<file path="config.mk">
export PLATFORM = sky130hd
export DESIGN_NAME = branch_predict_unit
export DESIGN_NICKNAME = d
export VERILOG_FILES = /design/src/rtl/branch_pkg.sv /design/src/rtl/btb_table.sv /design/src/rtl/branch_predict_unit.sv
export SDC_FILE = /design/constraint.sdc
export NUM_CORES = 1
export LEC_CHECK = 0
export CAP_MARGIN = 10
export CORE_ASPECT_RATIO = 0.9
export CORE_MARGIN = 2
export CORE_UTILIZATION = 45
export DETAILED_ROUTE_END_ITERATION = 10
export PLACE_DENSITY = 0.62
export SYNTH_ARGS = -nofsm -noshare
export SYNTH_HDL_FRONTEND = slang
export SYNTH_SLANG_ARGS = --single-unit
export TNS_END_PERCENT = 50
</file>
<file path="constraint.sdc">
create_clock -name clk -period 6.09 [get_ports clk]
set_input_delay 0.9135 -clock clk [delete_from_list [all_inputs] [get_ports clk]]
set_output_delay 0.9135 -clock clk [all_outputs]
set_load 0.03 [all_outputs]
</file>
<file path="src/rtl/branch_pkg.sv">
// Shared types and helpers for the branch predict unit: BTB entry layout,
// 2-bit counter encodings and the saturating counter update.
package branch_pkg;

  localparam logic [1:0] CNT_SNT = 2'b00;
  localparam logic [1:0] CNT_WNT = 2'b01;
  localparam logic [1:0] CNT_WT  = 2'b10;
  localparam logic [1:0] CNT_ST  = 2'b11;

  // Tag and target are held at full address width; bits above PC_W stay zero.
  typedef struct packed {
    logic        valid;
    logic [31:0] tag;
    logic [31:0] target;
    logic [1:0]  cnt;
  } btb_entry_t;

  function automatic logic [1:0] sat_update(input logic [1:0] cnt, input logic taken);
    logic [1:0] nxt;
    nxt = cnt;
    if (taken) begin
      if (cnt != CNT_ST) nxt = cnt + 2'd1;
      else               nxt = cnt;
    end else begin
      if (cnt != CNT_SNT) nxt = cnt - 2'd1;
      else                nxt = cnt;
    end
    return nxt;
  endfunction

endpackage

</file>
<file path="src/rtl/btb_table.sv">
// Direct-mapped BTB storage: fetch-side lookup port, EX-side lookup port and
// a single write port. Reads are combinational from the entry flops.
module btb_table
  import branch_pkg::*;
#(
  parameter int ENTRIES = 16,
  parameter int IDX_W   = $clog2(ENTRIES)
) (
  input  logic             clk,
  input  logic             reset,
  input  logic [IDX_W-1:0] rd_idx,
  output btb_entry_t       rd_entry,
  input  logic [IDX_W-1:0] ex_idx,
  output btb_entry_t       ex_entry,
  input  logic             wr_en,
  input  logic [IDX_W-1:0] wr_idx,
  input  btb_entry_t       wr_entry
);

  btb_entry_t table_r [ENTRIES];

  assign rd_entry = table_r[rd_idx];
  assign ex_entry = table_r[ex_idx];

  // Entry storage: reset clears every entry to invalid / weakly-not-taken.
  always_ff @(posedge clk) begin
    if (!reset) begin
      for (int i = 0; i < ENTRIES; i++) begin
        table_r[i] <= '{valid: 1'b0, tag: 32'd0, target: 32'd0, cnt: CNT_WNT};
      end
    end else if (wr_en) begin
      table_r[wr_idx] <= wr_entry;
    end
  end

endmodule

</file>
<file path="src/rtl/branch_predict_unit.sv">
// Branch predict unit: BTB lookup for IF, combinational branch/jump resolution
// for EX with redirect on mispredict, BTB training and performance counters.
module branch_predict_unit
  import branch_pkg::*;
#(
  parameter int PC_W    = 9,
  parameter int ENTRIES = 16,
  parameter int PERF_W  = 32
) (
  input  logic              clk,
  input  logic              reset,
  input  logic [PC_W-1:0]   if_pc,
  output logic              pred_taken,
  output logic [PC_W-1:0]   pred_target,
  input  logic              ex_valid,
  input  logic [PC_W-1:0]   Cur_PC,
  input  logic [31:0]       Imm,
  input  logic              Branch,
  input  logic              JSel,
  input  logic              JrSel,
  input  logic [31:0]       AluResult,
  input  logic              ex_pred_taken,
  input  logic [PC_W-1:0]   ex_pred_tgt,
  output logic [31:0]       PC_Imm,
  output logic [31:0]       PC_Four,
  output logic [31:0]       BrPC,
  output logic              PcSel,
  output logic [PERF_W-1:0] perf_branches,
  output logic [PERF_W-1:0] perf_mispred
);

  localparam int IDX_W = $clog2(ENTRIES);

  logic [IDX_W-1:0]  if_idx_s, ex_idx_s;
  logic [31:0]       if_tag_s, ex_tag_s;
  btb_entry_t        if_entry_s, ex_entry_s, wr_entry_s;
  logic              if_hit_s, ex_hit_s, wr_en_s;
  logic              ctl_s, jump_s, act_taken_s, mis_s;
  logic [PC_W-1:0]   act_tgt_s;
  logic [PERF_W-1:0] perf_branches_r, perf_mispred_r;

  // A zero-width tag shifts out every PC bit, so the tag compares equal to 0.
  assign if_idx_s = if_pc[IDX_W+1:2];
  assign ex_idx_s = Cur_PC[IDX_W+1:2];
  assign if_tag_s = 32'(if_pc >> (IDX_W + 2));
  assign ex_tag_s = 32'(Cur_PC >> (IDX_W + 2));

  btb_table #(.ENTRIES(ENTRIES), .IDX_W(IDX_W)) u_btb (
    .clk      (clk),
    .reset    (reset),
    .rd_idx   (if_idx_s),
    .rd_entry (if_entry_s),
    .ex_idx   (ex_idx_s),
    .ex_entry (ex_entry_s),
    .wr_en    (wr_en_s),
    .wr_idx   (ex_idx_s),
    .wr_entry (wr_entry_s)
  );

  assign if_hit_s    = if_entry_s.valid && (if_entry_s.tag == if_tag_s);
  assign ex_hit_s    = ex_entry_s.valid && (ex_entry_s.tag == ex_tag_s);
  assign pred_taken  = if_hit_s && (if_entry_s.cnt >= CNT_WT);
  assign pred_target = if_hit_s ? PC_W'(if_entry_s.target) : if_pc + PC_W'(4);

  assign PC_Imm      = 32'(Cur_PC) + Imm;
  assign PC_Four     = 32'(Cur_PC) + 32'd4;
  assign ctl_s       = Branch | JSel | JrSel;
  assign jump_s      = JSel | JrSel;
  assign act_taken_s = jump_s | (Branch & AluResult[0]);
  assign act_tgt_s   = JrSel ? PC_W'(AluResult & ~32'd1) : PC_W'(PC_Imm);

  // A non-control instruction predicted taken is a BTB alias and must redirect too.
  assign mis_s = ex_valid & (ctl_s ? ((act_taken_s != ex_pred_taken) |
                                      (act_taken_s & (act_tgt_s != ex_pred_tgt)))
                                   : ex_pred_taken);
  assign PcSel = mis_s;
  assign BrPC  = mis_s ? (act_taken_s ? 32'(act_tgt_s) : PC_Four) : 32'd0;

  // Training write for the EX instruction: counter update, allocation or alias invalidation.
  always_comb begin
    wr_en_s    = 1'b0;
    wr_entry_s = ex_entry_s;
    if (ex_valid && ctl_s) begin
      if (ex_hit_s) begin
        wr_en_s = 1'b1;
        if (jump_s) wr_entry_s.cnt = CNT_ST;
        else        wr_entry_s.cnt = sat_update(ex_entry_s.cnt, act_taken_s);
        if (act_taken_s) wr_entry_s.target = 32'(act_tgt_s);
        else             wr_entry_s.target = ex_entry_s.target;
      end else if (act_taken_s) begin
        wr_en_s    = 1'b1;
        wr_entry_s = '{valid: 1'b1, tag: ex_tag_s, target: 32'(act_tgt_s),
                       cnt: (jump_s ? CNT_ST : CNT_WT)};
      end else begin
        wr_en_s = 1'b0;
      end
    end else if (ex_valid && ex_pred_taken && ex_hit_s) begin
      wr_en_s          = 1'b1;
      wr_entry_s.valid = 1'b0;
    end else begin
      wr_en_s = 1'b0;
    end
  end

  // Performance counters wrap naturally at 2^PERF_W.
  always_ff @(posedge clk) begin
    if (!reset) begin
      perf_branches_r <= '0;
      perf_mispred_r  <= '0;
    end else begin
      perf_branches_r <= perf_branches_r + PERF_W'(ex_valid & ctl_s);
      perf_mispred_r  <= perf_mispred_r + PERF_W'(mis_s);
    end
  end

  assign perf_branches = perf_branches_r;
  assign perf_mispred  = perf_mispred_r;

endmodule

</file>
==> flow_summary.ini <==
[placement]
numPortBuffers = 201
gp_congestion = 0.879
dp_hpwl_mm = 61.8
pre_cts_slack_ps = 240
placedCellCount = 4060

[worst_setup_path]
endpoint_kind = output port
arrival_ps = 4810
reg2reg_from = u_btb.table_r[10][41]
start_kind = input pin
crit_type = in2out
cp.required_ps = 5180
crit_fanout = 9
rrSetupSlack_ps = 1750
critPathLaunch = Cur_PC[0]

[detailed_routing]
postRouteAntennaNets = 0
drc = 0
dr.pass1.iters = 7
drt_iter0_markers = 2160
num_vias = 22600
wirelength_mm = 91.1
routedWlPerCell_um = 21.7
vias_per_cell = 5.38

[cells_and_area]
utilization_pct = 55.7
syn_to_final_growth_pct = 22.9
nets = 3231
final_layout_size_suffix_gt1_share_pct = 13.3
final_cells = 4206

[cts]
cts_hold_buf = 0
cts_resized = 0
cts_setup_buffers = 0
clkTransAtPathRegs_ps = 60
tritoncts = done
h-tree-depth = 3
cts_sinks = 768
cts_buffer_depth = 3
clkLatencyLatePin_ps = 650
root_buffer = clkbuf_16
cts_buffers = 81

[power]
leakagePower_nw = 15.1
vdd_drop_max_v = 0.000239
pwr_density_cell_nw_per_um2 = 293

[timing]
rsz0062_at_grt = no
period_share_pct = 93.9
slew_viol_final = 0
finalSetupTns_ps = 0
skew_ps = 46.7
setup_viol = 0
fmax_ghz = 0.175
worst_slew_pin_slew_ps = 974
slew_headroom_pct = 35.1
worst_slack_ps = 370
min_period_ps = 5720
whs_ps = 511
hold_viol_final = 0

[synthesis]
yosysUniqueCellTypes = 77
avgSynthCellArea_um2 = 14.4
netlist_area_um2 = 34400
synthCells = 2387
synth_ff_type = edfxtp_1
yosysWarnings = 0
async_reset_ff_share_pct = 0
synth-seq-cells = 768
ys_seq_area_share_pct = 65.2
synth_edf_count = 704

[run]
maxCapViolations = 0

[floorplanning]
fp-row-count = 96
io_pins = 269
core_area_um2 = 75900
initial_utilization_pct = 45.3
die_area_um2 = 78700
die_h_um = 266
fp.dieW_um = 295

[global_routing]
grt_pass1_wl_mm = 135
grt_usage_pct = 23.1
grt.overflow.total = 0
grt_start_max_net_pins = 96
antenna_found_initial = 2
grt_pass1_vias = 22300

[min_path]
hp-start = perf_branches[31]
hold_class = reg2reg

[outcome]
status = completed
## Yosys cell counts (18+ instances only)
cell      count  share of area (%)
edfxtp_1    704                 61
a211oi_1     28               0.61
nor2_1      336                3.7
and3_1       21               0.38
clkbuf_1     47               0.51
a21oi_1      50               0.73
ha_1         18               0.65
and2_1       55                1.0
dfxtp_1      64                3.7
o21ai_0      31               0.45
mux2i_1      33               0.96
nand4_1      29               0.53
mux4_2      148                9.7
nand3_1      64               0.93
xnor2_1      70                1.8
nor4_1      101                1.8
buf_4        51                1.1
nand2_1     109                1.2
or4_1        20               0.44
nor3_1       84                1.2
buf_2        46               0.67
xor2_1       37               0.94
## path summary, 6_finish.rpt
path / to / cells past startpoint
max: BrPC[3] / 15
max reg2reg: u_btb.table_r[5][50] / 9
min reg2reg: perf_branches[31] / 2
min: perf_branches[31] / 2
## logic make-up (layout without fill, tap and decap cells)
group,Yosys count,after routing,share of synthesized area [%]
AO/OA/AOI/OAI,202,202,4.03
XOR/XNOR,107,107,2.72
adder cells (fa/ha/maj),20,20,0.742
buffers and inverters,188,470,2.99
flip-flops,768,768,65.2
multiplexers,196,196,11.1
other,1,509,0.0109
AND/OR/NAND/NOR,905,905,13.2
## routing by layer
layer	vias up	track usage (%)	part of all wire, %
li1	10200	-	-
met1	11300	31.3	40
met2	973	37.4	48
met3	188	4.24	8.5
met4	0	8.38	3.5
met5	-	0	0
## area by class of cell
type,count,area (um^2)
Multi-Input combinational cell,1938,12900
Fill cell,6258,33600
Clock inverter,37,430
Antenna cell,1,2.50
Sequential cell,768,22400
Tap cell,1029,1290
Clock buffer,108,2190
Timing Repair Buffer,304,2990
Inverter,21,78.8
## flip-flops by register name, indices dropped and copies added (netlist names)
name / flops
perf_branches: 32
u_btb.table_r: 704
perf_mispred: 32
## placed cells by master, fill, tap and decap left out, types with 12 or more instances in the layout
cell	count
a21oi_1	50
xor2_1	37
nor2b_1	13
clkdlybuf4s50_1	185
a211oi_1	28
and3_1	21
nor4_1	101
nand3_1	64
clkbuf_1	21
inv_1	17
buf_12	19
xnor2_1	70
edfxtp_1	704
nor3_1	84
or4_1	20
o21ai_0	31
mux2i_1	33
mux2_2	15
nand2b_1	14
or3_1	16
conb_1	508
nor4b_1	12
mux4_2	148
ha_1	18
nand2_2	16
clkinv_1	20
nand4_1	29
clkbuf_16	82
nand2_1	93
dfxtp_1	64
and2_1	55
nor2_1	336
buf_4	95
## per-stage QoR
step / total power [mW] / area, um^2
6_report: 12.4 / 42300
5_1_grt: 12.8 / 42300
4_1_cts: 12.5 / 42300
3_5_place_dp: 7.63 / 39700
3_3_place_gp: 7.59 / 39700
2_1_floorplan: 7.13 / 36300
## where the power goes
group / leakage [nW] / internal [mW] / switching, mW
sequential: 7.49 / 6.12 / 0.161
clock: 1.27 / 2.83 / 2.04
combinational: 6.39 / 0.468 / 0.786
total: 15.1 / 9.42 / 2.99
## critical path, cell delays in order
cell and delay, ps:
clkdlybuf4s50_1 520, ha_1 180, inv_1 50, fa_1 410, nor2b_1 120, o21ai_0 120, a21boi_0 290, o211a_1 210
o21ai_0 150, a31oi_1 390, xnor2_1 140, o41ai_2 400, buf_4 230, a211oi_1 60, clkdlybuf4s50_1 630
Power figures use the tool's default switching activity.
